<file path="src/rtl/mem_arb2_if.sv">
// Signal bundle tying the debug-UART master (m0), the CPU master (m1), mem_arb2 and the word memory.
interface mem_arb2_if;
   logic [31:0] m0_adr;
   logic [31:0] m0_wdata;
   logic        m0_rw;
   logic        m0_op;
   logic [31:0] m0_rdata;
   logic        m0_rdy;
   logic        m0_err;

   logic [31:0] m1_adr;
   logic [31:0] m1_wdata;
   logic        m1_rw;
   logic        m1_op;
   logic [31:0] m1_rdata;
   logic        m1_rdy;
   logic        m1_err;

   logic [31:0] s_adr;
   logic [31:0] s_wdata;
   logic        s_rw;
   logic        s_op;
   logic [31:0] s_rdata;
   logic        s_rdy;

   logic [1:0]  grant;
   logic        busy;

   // Arbiter view: drives the memory request and the master-side responses.
   modport master (
      input  m0_adr, m0_wdata, m0_rw, m0_op,
      output m0_rdata, m0_rdy, m0_err,
      input  m1_adr, m1_wdata, m1_rw, m1_op,
      output m1_rdata, m1_rdy, m1_err,
      output s_adr, s_wdata, s_rw, s_op,
      input  s_rdata, s_rdy,
      output grant, busy
   );

   // Environment view: requesting masters plus the memory responder.
   modport slave (
      output m0_adr, m0_wdata, m0_rw, m0_op,
      input  m0_rdata, m0_rdy, m0_err,
      output m1_adr, m1_wdata, m1_rw, m1_op,
      input  m1_rdata, m1_rdy, m1_err,
      input  s_adr, s_wdata, s_rw, s_op,
      output s_rdata, s_rdy,
      input  grant, busy
   );
endinterface

</file>
<file path="src/rtl/mem_arb2.sv">
// Two-master word-memory arbiter; s_op rises the cycle after a request is sampled, losers wait on m_op,
// slave stalls are bounded by a TIMEOUT watchdog. `define MEM_ARB_RR_EN selects round-robin over fixed m0 priority.
module mem_arb2 #(
   parameter int unsigned TIMEOUT  = 1023,
   parameter logic [31:0] ERR_DATA = 32'hDEADBEEF
) (
   input  logic       clk,
   input  logic       n_reset,
   mem_arb2_if.master bus
);

   typedef enum logic [1:0] {
      ST_IDLE,
      ST_GRANT,
      ST_RELEASE
   } state_t;

   typedef struct packed {
      logic [31:0] adr;
      logic [31:0] wdata;
      logic        rw;
   } req_t;

   localparam bit          TMO_EN   = (TIMEOUT != 0);
   localparam logic [15:0] TMO_LAST = 16'(TIMEOUT - 1);

   state_t           r_state, w_state;
   req_t             r_req, w_req;
   logic             r_sop, w_sop;
   logic [15:0]      r_cnt, w_cnt;
   logic [1:0]       r_grant, w_grant;
   logic             r_busy, w_busy;
   logic [1:0][31:0] r_rdata, w_rdata;
   logic [1:0]       r_rdy, w_rdy;
   logic [1:0]       r_err, w_err;

   logic             w_idx;
   logic             w_tmo;
   logic             w_done;
   logic             w_pick_m1;
   req_t             w_m0_req, w_m1_req;

   assign w_idx    = r_grant[1];
   assign w_tmo    = TMO_EN && !bus.s_rdy && (r_cnt == TMO_LAST);
   assign w_done   = (r_state == ST_GRANT) && (bus.s_rdy || w_tmo);
   assign w_m0_req = '{adr: bus.m0_adr, wdata: bus.m0_wdata, rw: bus.m0_rw};
   assign w_m1_req = '{adr: bus.m1_adr, wdata: bus.m1_wdata, rw: bus.m1_rw};

`ifdef MEM_ARB_RR_EN
   // Remembers who was served last; reset value makes m0 win the first tie.
   logic r_last_m1;

   always_ff @(posedge clk or negedge n_reset) begin
      if (!n_reset) begin
         r_last_m1 <= 1'b1;
      end else if (w_done) begin
         r_last_m1 <= w_idx;
      end
   end

   assign w_pick_m1 = (bus.m0_op && bus.m1_op) ? ~r_last_m1 : ~bus.m0_op;
`else
   assign w_pick_m1 = ~bus.m0_op;
`endif

   always_ff @(posedge clk or negedge n_reset) begin
      if (!n_reset) begin
         r_state <= ST_IDLE;
         r_req   <= '{adr: 32'd0, wdata: 32'd0, rw: 1'b1};
         r_sop   <= 1'b0;
         r_cnt   <= 16'd0;
         r_grant <= 2'b00;
         r_busy  <= 1'b0;
         r_rdata <= '0;
         r_rdy   <= 2'b00;
         r_err   <= 2'b00;
      end else begin
         r_state <= w_state;
         r_req   <= w_req;
         r_sop   <= w_sop;
         r_cnt   <= w_cnt;
         r_grant <= w_grant;
         r_busy  <= w_busy;
         r_rdata <= w_rdata;
         r_rdy   <= w_rdy;
         r_err   <= w_err;
      end
   end

   always_comb begin
      w_state = r_state;
      w_req   = r_req;
      w_sop   = r_sop;
      w_cnt   = r_cnt;
      w_grant = r_grant;
      w_rdata = r_rdata;
      w_rdy   = r_rdy;
      w_err   = r_err;
      case (r_state)
         ST_IDLE: begin
            if (bus.m0_op || bus.m1_op) begin
               w_req   = w_pick_m1 ? w_m1_req : w_m0_req;
               w_sop   = 1'b1;
               w_grant = w_pick_m1 ? 2'b10 : 2'b01;
               w_cnt   = 16'd0;
               w_state = ST_GRANT;
            end
         end
         ST_GRANT: begin
            if (bus.s_rdy) begin
               w_sop = 1'b0;
               if (r_req.rw) begin
                  w_rdata[w_idx] = bus.s_rdata;
               end
               w_rdy[w_idx] = 1'b1;
               w_err[w_idx] = 1'b0;
               w_state      = ST_RELEASE;
            end else if (w_tmo) begin
               w_sop = 1'b0;
               if (r_req.rw) begin
                  w_rdata[w_idx] = ERR_DATA;
               end
               w_rdy[w_idx] = 1'b1;
               w_err[w_idx] = 1'b1;
               w_state      = ST_RELEASE;
            end else if (r_cnt != 16'hFFFF) begin
               w_cnt = r_cnt + 16'd1;
            end
         end
         ST_RELEASE: begin
            w_rdy   = 2'b00;
            w_err   = 2'b00;
            w_grant = 2'b00;
            w_state = ST_IDLE;
         end
         default: begin
            w_state = ST_IDLE;
         end
      endcase
      w_busy = (w_state != ST_IDLE);
   end

   assign bus.s_adr    = r_req.adr;
   assign bus.s_wdata  = r_req.wdata;
   assign bus.s_rw     = r_req.rw;
   assign bus.s_op     = r_sop;
   assign bus.grant    = r_grant;
   assign bus.busy     = r_busy;
   assign bus.m0_rdata = r_rdata[0];
   assign bus.m0_rdy   = r_rdy[0];
   assign bus.m0_err   = r_err[0];
   assign bus.m1_rdata = r_rdata[1];
   assign bus.m1_rdy   = r_rdy[1];
   assign bus.m1_err   = r_err[1];

endmodule
</file>
<file path="src/flat_wrapper.sv">
// flat-port wrapper written by rule: the top's interface ports become plain ports
module mem_arb2_flat 
#(
   parameter int unsigned TIMEOUT  = 1023,
   parameter logic [31:0] ERR_DATA = 32'hDEADBEEF
)
  (clk, n_reset, bus_m0_adr, bus_m0_wdata, bus_m0_rw, bus_m0_op, bus_m0_rdata, bus_m0_rdy, bus_m0_err, bus_m1_adr, bus_m1_wdata, bus_m1_rw, bus_m1_op, bus_m1_rdata, bus_m1_rdy, bus_m1_err, bus_s_adr, bus_s_wdata, bus_s_rw, bus_s_op, bus_s_rdata, bus_s_rdy, bus_grant, bus_busy);
  mem_arb2_if bus_i ();
  input  logic clk;
  input  logic n_reset;
  input wire logic [$bits(bus_i.m0_adr)-1:0] bus_m0_adr;
  input wire logic [$bits(bus_i.m0_wdata)-1:0] bus_m0_wdata;
  input wire logic [$bits(bus_i.m0_rw)-1:0] bus_m0_rw;
  input wire logic [$bits(bus_i.m0_op)-1:0] bus_m0_op;
  output wire logic [$bits(bus_i.m0_rdata)-1:0] bus_m0_rdata;
  output wire logic [$bits(bus_i.m0_rdy)-1:0] bus_m0_rdy;
  output wire logic [$bits(bus_i.m0_err)-1:0] bus_m0_err;
  input wire logic [$bits(bus_i.m1_adr)-1:0] bus_m1_adr;
  input wire logic [$bits(bus_i.m1_wdata)-1:0] bus_m1_wdata;
  input wire logic [$bits(bus_i.m1_rw)-1:0] bus_m1_rw;
  input wire logic [$bits(bus_i.m1_op)-1:0] bus_m1_op;
  output wire logic [$bits(bus_i.m1_rdata)-1:0] bus_m1_rdata;
  output wire logic [$bits(bus_i.m1_rdy)-1:0] bus_m1_rdy;
  output wire logic [$bits(bus_i.m1_err)-1:0] bus_m1_err;
  output wire logic [$bits(bus_i.s_adr)-1:0] bus_s_adr;
  output wire logic [$bits(bus_i.s_wdata)-1:0] bus_s_wdata;
  output wire logic [$bits(bus_i.s_rw)-1:0] bus_s_rw;
  output wire logic [$bits(bus_i.s_op)-1:0] bus_s_op;
  input wire logic [$bits(bus_i.s_rdata)-1:0] bus_s_rdata;
  input wire logic [$bits(bus_i.s_rdy)-1:0] bus_s_rdy;
  output wire logic [$bits(bus_i.grant)-1:0] bus_grant;
  output wire logic [$bits(bus_i.busy)-1:0] bus_busy;
  assign bus_i.m0_adr = bus_m0_adr;
  assign bus_i.m0_wdata = bus_m0_wdata;
  assign bus_i.m0_rw = bus_m0_rw;
  assign bus_i.m0_op = bus_m0_op;
  assign bus_m0_rdata = bus_i.m0_rdata;
  assign bus_m0_rdy = bus_i.m0_rdy;
  assign bus_m0_err = bus_i.m0_err;
  assign bus_i.m1_adr = bus_m1_adr;
  assign bus_i.m1_wdata = bus_m1_wdata;
  assign bus_i.m1_rw = bus_m1_rw;
  assign bus_i.m1_op = bus_m1_op;
  assign bus_m1_rdata = bus_i.m1_rdata;
  assign bus_m1_rdy = bus_i.m1_rdy;
  assign bus_m1_err = bus_i.m1_err;
  assign bus_s_adr = bus_i.s_adr;
  assign bus_s_wdata = bus_i.s_wdata;
  assign bus_s_rw = bus_i.s_rw;
  assign bus_s_op = bus_i.s_op;
  assign bus_i.s_rdata = bus_s_rdata;
  assign bus_i.s_rdy = bus_s_rdy;
  assign bus_grant = bus_i.grant;
  assign bus_busy = bus_i.busy;
  mem_arb2 #(.TIMEOUT(TIMEOUT), .ERR_DATA(ERR_DATA)) u_core (.clk(clk), .n_reset(n_reset), .bus(bus_i));
endmodule
</file>
<file path="config.mk">
export PLATFORM = sky130hd
export DESIGN_NAME = mem_arb2_flat
export DESIGN_NICKNAME = d
export VERILOG_FILES = /design/src/rtl/mem_arb2_if.sv /design/src/rtl/mem_arb2.sv /design/src/flat_wrapper.sv
export SDC_FILE = /design/constraint.sdc
export NUM_CORES = 1
export LEC_CHECK = 0
export ABC_AREA = 0
export CAP_MARGIN = 20
export CORE_AREA = 3 3 133 135
export CTS_CLUSTER_SIZE = 20
export DETAILED_ROUTE_END_ITERATION = 10
export DIE_AREA = 0 0 136 138
export PLACE_DENSITY = 0.81
export SYNTH_ARGS = -nofsm -noshare
export SYNTH_HDL_FRONTEND = slang
export SYNTH_SLANG_ARGS = --single-unit
export TNS_END_PERCENT = 5
</file>
<file path="constraint.sdc">
create_clock -name clk -period 2.6 [get_ports clk]
set_input_delay 0.39 -clock clk [delete_from_list [all_inputs] [get_ports clk]]
set_output_delay 0.39 -clock clk [all_outputs]
set_load 0.005 [all_outputs]
</file>
==> impl_metrics.tcl, run 1 <==
set metrics [dict create \
    drive_above_1_share_pct 7.90 \
    die_y_microns 138 \
    min_period_ns 2.44 \
    end_kind "flip-flop" \
    cp-start-kind "flip-flop" \
    grt_max_degree 131 \
    initial_core_util_pct 41.6 \
    path_max_fanout 64 \
    seq_area_frac_synth_pct 56.2 \
    grtUsageTotal_pct 21.7 \
    synth_top_area_share_pct 55.9 \
    place_congestion 0.828 \
    antennaDiodeCount 0 \
    drtIter0Drc 341 \
    clk_pin_slew_worst_paths_ns 0.06 \
    cp_slowest_cell "or3b_2" \
    vias 6123 \
    nets 1162 \
    slew_violations 0 \
    pin_count 304 \
    drc_errors 0 \
    required_ns 2.88 \
    core_sq_um 16600 \
    syn2layout_area_growth_pct 56.6 \
    max_clock_freq_mhz 410 \
    maxCapViolCount 0 \
    cts.path.max_buffers 2 \
    io_buffers 303 \
    reg2reg_from "u_core.r_cnt[1]" \
    h-tree-depth 4 \
    power_leakage_nw 4.63 \
    final_hold_viol_count 0 \
    synth_edf_count 0 \
    setup_viol 0 \
    die_x_microns 136 \
    wirelength_mm 20.4 \
    cts_root_buf "clkbuf_16" \
    synth_cell_types 46 \
    dieArea_sq_um 18800 \
    hold_start "bus_m0_op" \
    ir_worst_vdd_v 0.000519 \
    crit_start "u_core.r_cnt[1]" \
    max_stage_delay_ns 0.51 \
    cts.sinks 155 \
    cts_tree "built" \
    vias_per_cell 5.02 \
    hold_path.class "input port to flip-flop" \
    wl_per_cell_microns 16.7 \
    synth-seq-cells 155 \
    final.setup_skew_ns 0.00670 \
    first_pass_iters 4 \
    tns_ns 0 \
    netlist_area_sq_um 6900 \
    cts_buffers 17 \
    hpwlAfterDp_mm 15.3 \
    period_share_pct 93.8 \
    synthTopCellsByArea "dfrtp_1, mux2i_1, nand2_1" \
    syn_avg_cell_area_sq_um 9.97 \
    drtAntennaViolNets 0 \
    clkLatencyLatePin_ns 0.41 \
    synth_cells 692 \
    async_reset_ff_share_pct 100 \
    timing.critical_path.cells "ha_1, or4b_1, o41a_1, or3b_2, buf_12, nand2_1, o21ai_0" \
    grt_pass1_wl_mm 32.1 \
    rsz0062_at_grt "no" \
    grt-ovfl-total 0 \
    yosys.area.top_type "dfrtp_1" \
    status "complete, no violations" \
    cp_data_arrival_time_ns 2.71 \
    finalPower_mw 11.3 \
    tightest_slew_ns 0.682 \
    power_density_nw_per_um2 1040 \
    timing.slew.headroom_pct 54.5 \
    worstSetupPathType "flip-flop to flip-flop" \
    ys_warn_count 0 \
    syn-num-nets 864 \
    grt_pass1_vias 6036 \
    holdWs_ns 0.388 \
    grt_antenna_before_repair 0 \
    ys.flop_type "dfrtp_1" \
    floorplan.rows 47 \
]
sequential cells by signal (all words and copies together) (netlist names), 2 cells and up:
signal,count
u_core.bus.m0_rdata,32
u_core.bus.m1_rdata,32
u_core.bus.s_adr,32
u_core.bus.s_wdata,32
u_core.r_cnt,16
u_core.bus.grant,2
u_core.r_err,2
u_core.r_rdy,2
u_core.r_state,2
critical path: cells and delay by family (launching register included):
family / cells / cell delay [ns]
and+or+nand+nor: 3 / 1.02
AOI/OAI and AO/OA: 2 / 0.49
DFF: 1 / 0.41
buffers and inverters: 1 / 0.22
adders and majority gates: 1 / 0.16
metrics by stage:
stage          utilization (%)  std cells  setup WS (ns)  area (sq um)
3_5_place_dp              61.4       1190          0.170         10200
4_1_cts                   65.2       1220          0.151         10800
2_1_floorplan                -        692          0.262          6900
5_1_grt                   65.2       1220        0.00433         10800
3_3_place_gp              61.4       1190          0.248         10200
6_report                  65.2       1220          0.162         10800
cell usage after synthesis, types with 6 or more instances:
cell type	n
dfrtp_1	154
nand3_1	17
buf_6	6
inv_1	16
mux2i_1	65
o21ai_0	91
a21oi_2	20
nor2_1	58
nand4_1	6
clkbuf_1	25
o21ai_1	30
o31ai_1	7
buf_2	8
nand2_1	123
a21oi_1	12
area by class of cell:
class | instances | area [sq um]
clock buffers | 18 | 439
repair buffers | 323 | 3230
well taps | 220 | 275
multi-input cells | 476 | 2740
flip-flops and latches | 155 | 3880
inverters | 17 | 63.8
clock inverters | 11 | 171
fillers | 1336 | 5780
cell families (layout without fill, tap and decap cells):
| logic type | count (synthesis) | count (layout) | synth area share, % |
|---|---|---|---|
| XOR/XNOR | 1 | 1 | 0.127 |
| AO/OA/AOI/OAI | 179 | 179 | 15.2 |
| adder cells (fa/ha/maj) | 5 | 5 | 0.907 |
| flip-flops | 155 | 155 | 56.2 |
| AND/OR/NAND/NOR | 226 | 226 | 13.9 |
| multiplexers | 65 | 65 | 9.43 |
| buffers and inverters | 61 | 369 | 4.19 |
layer usage:
layer	vias up	global-route usage, %	share of wire (%)
li1	2973	-	-
met1	2855	26.7	40
met2	262	35.6	48
met3	33	6.40	8.5
met4	0	9.02	3.4
met5	-	0	0
timing repair:
action / in CTS / in global routing
gates resized for setup: 0 / 0
hold buffers: 1 / 0
endpoints found under the hold margin: 56 / 0
setup buffers: 0 / 0
power by group:
group / total [mW] / leakage [nW] / internal [mW] / switching [mW]
logic: 4.64 / 2.44 / 2.62 / 2.02
registers: 4.06 / 1.89 / 3.45 / 0.605
clock network: 2.59 / 0.294 / 1.62 / 0.971
cell usage in the layout, fill, tap and decap left out, types with 3 or more instances in the layout:
| cell type | count |
|---|---|
| a31oi_1 | 3 |
| o21ai_0 | 91 |
| o21ai_1 | 29 |
| nor3_1 | 3 |
| mux2i_1 | 65 |
| nor4_1 | 3 |
| a21oi_2 | 20 |
| nor2_1 | 58 |
| o211ai_1 | 5 |
| inv_1 | 16 |
| o31ai_1 | 7 |
| ha_1 | 5 |
| nand4_1 | 6 |
| nand3_1 | 17 |
| clkdlybuf4s50_1 | 301 |
| bufinv_16 | 4 |
| dfrtp_1 | 154 |
| buf_12 | 4 |
| buf_4 | 16 |
| a21oi_1 | 12 |
| clkbuf_16 | 17 |
| nand2_1 | 123 |
worst paths after layout:
kind / end / slack (ns) / cells after the start
worst max-delay path: u_core.bus.m1_rdata[2] / 0.16 / 7
min in group asynchronous: u_core.bus.m1_rdata[10] / 0.51 / 2
worst min-delay path: u_core.bus.grant[1] / 0.39 / 4
worst min register to register: u_core.bus.s_wdata[10] / 0.47 / 2
max in group asynchronous: u_core.bus.s_rw / 1.28 / 3
worst max register to register: u_core.bus.m1_rdata[2] / 0.16 / 7
(Power assumes the default switching activity.)
==> run 2: changes to the inputs <==
- CORE_AREA: 3 3 133 135 -> 2 2 132 134
- DIE_AREA: 0 0 136 138 -> 0 0 134 136
- SLEW_MARGIN: default -> 15
==> run 2 against run 1 <==
Fmax increased by 0.75%. Sequential share of layout area about the same. Die area decreased by 2.9%. Global-route usage decreased by 0.51 points. Critical path type unchanged. Largest power group unchanged.
==> impl_metrics.tcl, run 2 (same netlist as run 1, synthesis figures left out) <==
set metrics [dict create \
    fin_cells 1226 \
    timing.slew.headroom_pct 63.4 \
    grt_pass1_wl_mm 30.3 \
    ir_worst_vdd_v 0.000550 \
    floorplan.rows 48 \
    dp_worst_setup_slack_ns 0.189 \
    clk_pin_slew_worst_paths_ns 0.06 \
    min_period_ns 2.42 \
    nFillCells 1367 \
    syn2layout_area_growth_pct 56.7 \
    hpwlAfterDp_mm 14.3 \
    io_buffers 303 \
    drc_errors 0 \
    path_max_fanout 64 \
    pin_count 304 \
    grt_max_degree 131 \
    clkLatencyLatePin_ns 0.42 \
    nets 1160 \
    holdWs_ns 0.419 \
    worstSetupPathType "flip-flop to flip-flop" \
    hold_start "bus_m0_op" \
    drtIter0Drc 238 \
    cts.sinks 155 \
    drtAntennaViolNets 0 \
    die_x_microns 134 \
    power_leakage_nw 4.62 \
    crit_start "u_core.r_cnt[0]" \
    final_hold_viol_count 0 \
    first_pass_iters 4 \
    final_common_cell "clkdlybuf4s50_1" \
    place_congestion 0.825 \
    tns_ns 0 \
    grt-ovfl-total 0 \
    ctsResizeCount 0 \
    required_ns 2.89 \
    cp_data_arrival_time_ns 2.71 \
    hold_path.class "input port to flip-flop" \
    cts.path.max_buffers 2 \
    wl_per_cell_microns 15.7 \
    setup_viol 0 \
    rsz0062_at_grt "no" \
    final_cell_mix "clkdlybuf4s50_1, dfrtp_1, nand2_1, o21ai_0, mux2i_1" \
    maxCapViolCount 0 \
    end_kind "flip-flop" \
    status "complete, no violations" \
    core_sq_um 16900 \
    reg2reg_from "u_core.r_cnt[0]" \
    setup_slack_ns 0.180 \
    die_y_microns 136 \
    cts_buffers 17 \
    dieArea_sq_um 18200 \
    grtUsageTotal_pct 21.2 \
    vias_per_cell 4.93 \
    antennaDiodeCount 0 \
    slew_violations 0 \
    h-tree-depth 4 \
    power_density_nw_per_um2 1030 \
    wirelength_mm 19.2 \
    dp.cells 1193 \
    initial_core_util_pct 40.9 \
    drive_above_1_share_pct 7.99 \
    grt_antenna_before_repair 0 \
    grt_pass1_vias 5802 \
    period_share_pct 93.1 \
    max_clock_freq_mhz 413 \
    cts_root_buf "clkbuf_16" \
    cp-start-kind "flip-flop" \
    tightest_slew_ns 0.544 \
    vias 6041 \
    final.setup_skew_ns 0.00864 \
    cts_tree "built" \
]
==> run 2: area by class of cell <==
type	count	area [sq um]	share of cell area (%)
clock buffer	17	425	3.93
sequential	155	3880	35.9
tap	225	282	2.60
inverter	17	63.8	0.590
clock inverter	15	164	1.52
timing repair buffer	321	3260	30.1
multi-input combinational	476	2740	25.3
==> run 2: path summary, 6_finish.rpt <==
check / end / slack, ns / cells past startpoint
worst max-delay path: u_core.bus.m1_rdata[0] / 0.18 / 8
worst min-delay path: u_core.r_state[1] / 0.42 / 4
worst max register to register: u_core.bus.m1_rdata[0] / 0.18 / 8
worst min register to register: u_core.bus.s_adr[28] / 0.48 / 2
max in group asynchronous: u_core.bus.s_rw / 1.40 / 3
min in group asynchronous: u_core.bus.m0_rdata[27] / 0.48 / 2
==> run 2: metal layers <==
| metal | GRT usage, % | share of wire, % |
|---|---|---|
| met2 | 34.9 | 49 |
| met3 | 6.11 | 8.2 |
| met1 | 26.9 | 41 |
| met5 | 0 | 0 |
| met4 | 7.15 | 2.0 |
==> run 2: report_power, final <==
group | total (mW) | leakage (nW) | switching, mW | internal, mW
clock network | 2.47 | 0.284 | 1.03 | 1.43
logic | 4.60 | 2.45 | 1.97 | 2.63
registers | 4.04 | 1.89 | 0.587 | 3.45
total | 11.1 | 4.62 | 3.59 | 7.52
==> run 2: critical path, cell delays in order, from the launching register on <==
cell,delay [ns]
dfrtp_1,0.38
inv_1,0.06
ha_1,0.13
or4b_1,0.42
o41a_1,0.39
or3b_2,0.50
buf_12,0.21
nand2_1,0.10
o21ai_0,0.08
==> run 2: stage by stage <==
stage | utilization (%) | power [mW] | instance area (sq um)
after floorplan | - | 5.75 | 6900
after global placement | 60.5 | 8.57 | 10200
after detailed placement | 60.5 | 8.73 | 10200
after CTS | 64.1 | 11.2 | 10800
after global routing | 64.1 | 11.9 | 10800
final | 64.1 | 11.1 | 10800
==> run 2: timing repair <==
item                       4_1_cts  5_1_grt
hold endpoints to repair        48        0
setup buffers                    0        0
setup endpoints to repair        0        0
hold buffers                     1        0
==> run 3: changes to the inputs <==
- CORE_AREA: 2 2 132 134 -> 4 4 134 136
- DIE_AREA: 0 0 134 136 -> 0 0 138 140
==> run 3 against run 2 <==
Count of clock-buffer cells in the layout up 1. Critical path depth unchanged. Final cell count about the same. Core utilization down 0.53 points. Clock skew up 0.0015 ns. Worst setup slack worse by 0.022 ns. Clock power down 7%. Global-route usage down 0.74 points. Die area up 6.0%. Sequential power about the same. Critical endpoint is now u_core.bus.m1_rdata[16].
==> impl_metrics.tcl, run 3 (same netlist as run 1, synthesis figures left out) <==
set metrics [dict create \
    slew_violations 0 \
    vias 6179 \
    worstSetupPathType "flip-flop to flip-flop" \
    drtIter0Drc 286 \
    max_clock_freq_mhz 410 \
    p_sw_share_pct 33.1 \
    worst-path-buf-inv 2 \
    first_pass_iters 4 \
    dp.cells 1194 \
    die_x_microns 138 \
    cts.path.max_buffers 2 \
    final_common_cell "clkdlybuf4s50_1" \
    period_share_pct 93.9 \
    maxCapViolCount 0 \
    floorplan.rows 48 \
    wirelength_mm 20.0 \
    cts_tree "built" \
    clk_pin_slew_worst_paths_ns 0.06 \
    fin_cells 1227 \
    hold_path.class "input port to flip-flop" \
    multi_input_area_sq_um 2740 \
    io_buffers 303 \
    grt_antenna_before_repair 0 \
    grt_pass1_vias 6205 \
    final_hold_viol_count 0 \
    ctsResizeCount 0 \
    drc_errors 0 \
    antennaDiodeCount 0 \
    nFillCells 1382 \
    final_cell_mix "clkdlybuf4s50_1, dfrtp_1, nand2_1, o21ai_0, mux2i_1" \
    tightest_slew_ns 0.693 \
    switchingPower_mw 3.62 \
    tns_ns 0 \
    power_leakage_nw 4.59 \
    status "complete, no violations" \
    grtUsageTotal_pct 20.4 \
    grt_max_degree 131 \
    timing.critical_path.cells "inv_1, ha_1, or4b_1, o41a_1, or3b_2, buf_12, nand2_1, o21ai_1" \
    required_ns 2.89 \
    fin_area_sq_um 10800 \
    end_kind "flip-flop" \
    power_frac_comb_pct 42.1 \
    cp_data_arrival_time_ns 2.73 \
    final.setup_skew_ns 0.0102 \
    vias_per_cell 5.04 \
    die_y_microns 140 \
    nets 1161 \
    pwr-share-clk_pct 20.9 \
    syn2layout_area_growth_pct 56.0 \
    rsz0062_at_grt "no" \
    cp_slowest_cell "or3b_2" \
    grt-ovfl-total 0 \
    initial_core_util_pct 40.7 \
    min_period_ns 2.44 \
    cts_hold_buffers 1 \
    cts_buffers 17 \
    drtAntennaViolNets 0 \
    clkLatencyLatePin_ns 0.42 \
    pwr-share-seq_pct 37.0 \
    power_density_nw_per_um2 1020 \
    cts.sinks 155 \
    ir_worst_vdd_v 0.000654 \
    internal_power_mw 7.32 \
    wl_per_cell_microns 16.3 \
    timing.slew.headroom_pct 53.8 \
    dieArea_sq_um 19300 \
    post-cts-setup-buffers 0 \
    grt_pass1_wl_mm 32.1 \
    placed_cell_area_sq_um 10200 \
    crit_family "simple AND/OR/NAND/NOR gates" \
    h-tree-depth 4 \
    place_congestion 0.887 \
    setup_viol 0 \
    pin_count 304 \
    cts_root_buf "clkbuf_16" \
    path_max_fanout 64 \
    core_sq_um 16900 \
    cp-start-kind "flip-flop" \
    drive_above_1_share_pct 7.98 \
    hpwlAfterDp_mm 15.1 \
    max_stage_delay_ns 0.51 \
    seqCellArea_sq_um 3880 \
]
==> run 3: worst paths after layout <==
path / slack (ns) / end / from / depth (start not counted)
worst max-delay path: 0.16 / u_core.bus.m1_rdata[16] / u_core.r_cnt[0] / 8
worst min-delay path: 0.37 / u_core.bus.s_adr[16] / bus_m0_op / 3
worst max register to register: 0.16 / u_core.bus.m1_rdata[16] / u_core.r_cnt[0] / 8
worst min register to register: 0.48 / u_core.bus.s_adr[9] / u_core.bus.s_adr[9] / 2
max in group asynchronous: 1.39 / u_core.bus.m0_rdata[13] / n_reset / 3
min in group asynchronous: 0.54 / u_core.bus.m1_rdata[7] / n_reset / 2
==> run 3: metrics by stage <==
stage               total power, mW  utilization [%]  worst slack (ns)  hold slack [ns]
finish                         10.9             63.5             0.158            0.372
detailed placement             8.76             60.3             0.179            0.436
floorplan                      5.75                -             0.262           0.0944
global placement               8.59             60.3             0.246            0.432
CTS                            11.1             63.5             0.154            0.362
global route                   11.7             63.5            0.0420            0.397
==> run 3: power by group through the flow <==
| stage | clock network (mW) | registers [mW] | logic [mW] |
|---|---|---|---|
| detailed placement | 0 | 4.09 | 4.67 |
| global placement | 0 | 4.04 | 4.55 |
| finish | 2.29 | 4.05 | 4.61 |
| CTS | 2.34 | 4.06 | 4.70 |
| floorplan | 0 | 4.09 | 1.66 |
| global route | 2.46 | 4.18 | 5.04 |
==> run 3: worst min-delay path, stage by stage <==
cell     delay [ns]
buf_4          0.15
mux2i_1        0.08
o21ai_0        0.12
==> run 3: cell type report <==
type,count,area share (%)
Tap cell,225,2.62
Sequential cell,155,36.1
Clock inverter,14,1.06
Clock buffer,18,3.99
Multi-Input combinational cell,476,25.5
Timing Repair Buffer,322,30.2
Inverter,17,0.593
==> run 3: routing by layer <==
layer	wire [microns]	vias up	track usage, %
met5	0	-	0
met4	425	0	6.08
met3	1700	34	6.04
met2	9800	292	35.2
met1	8050	2873	25.0
li1	-	2980	-
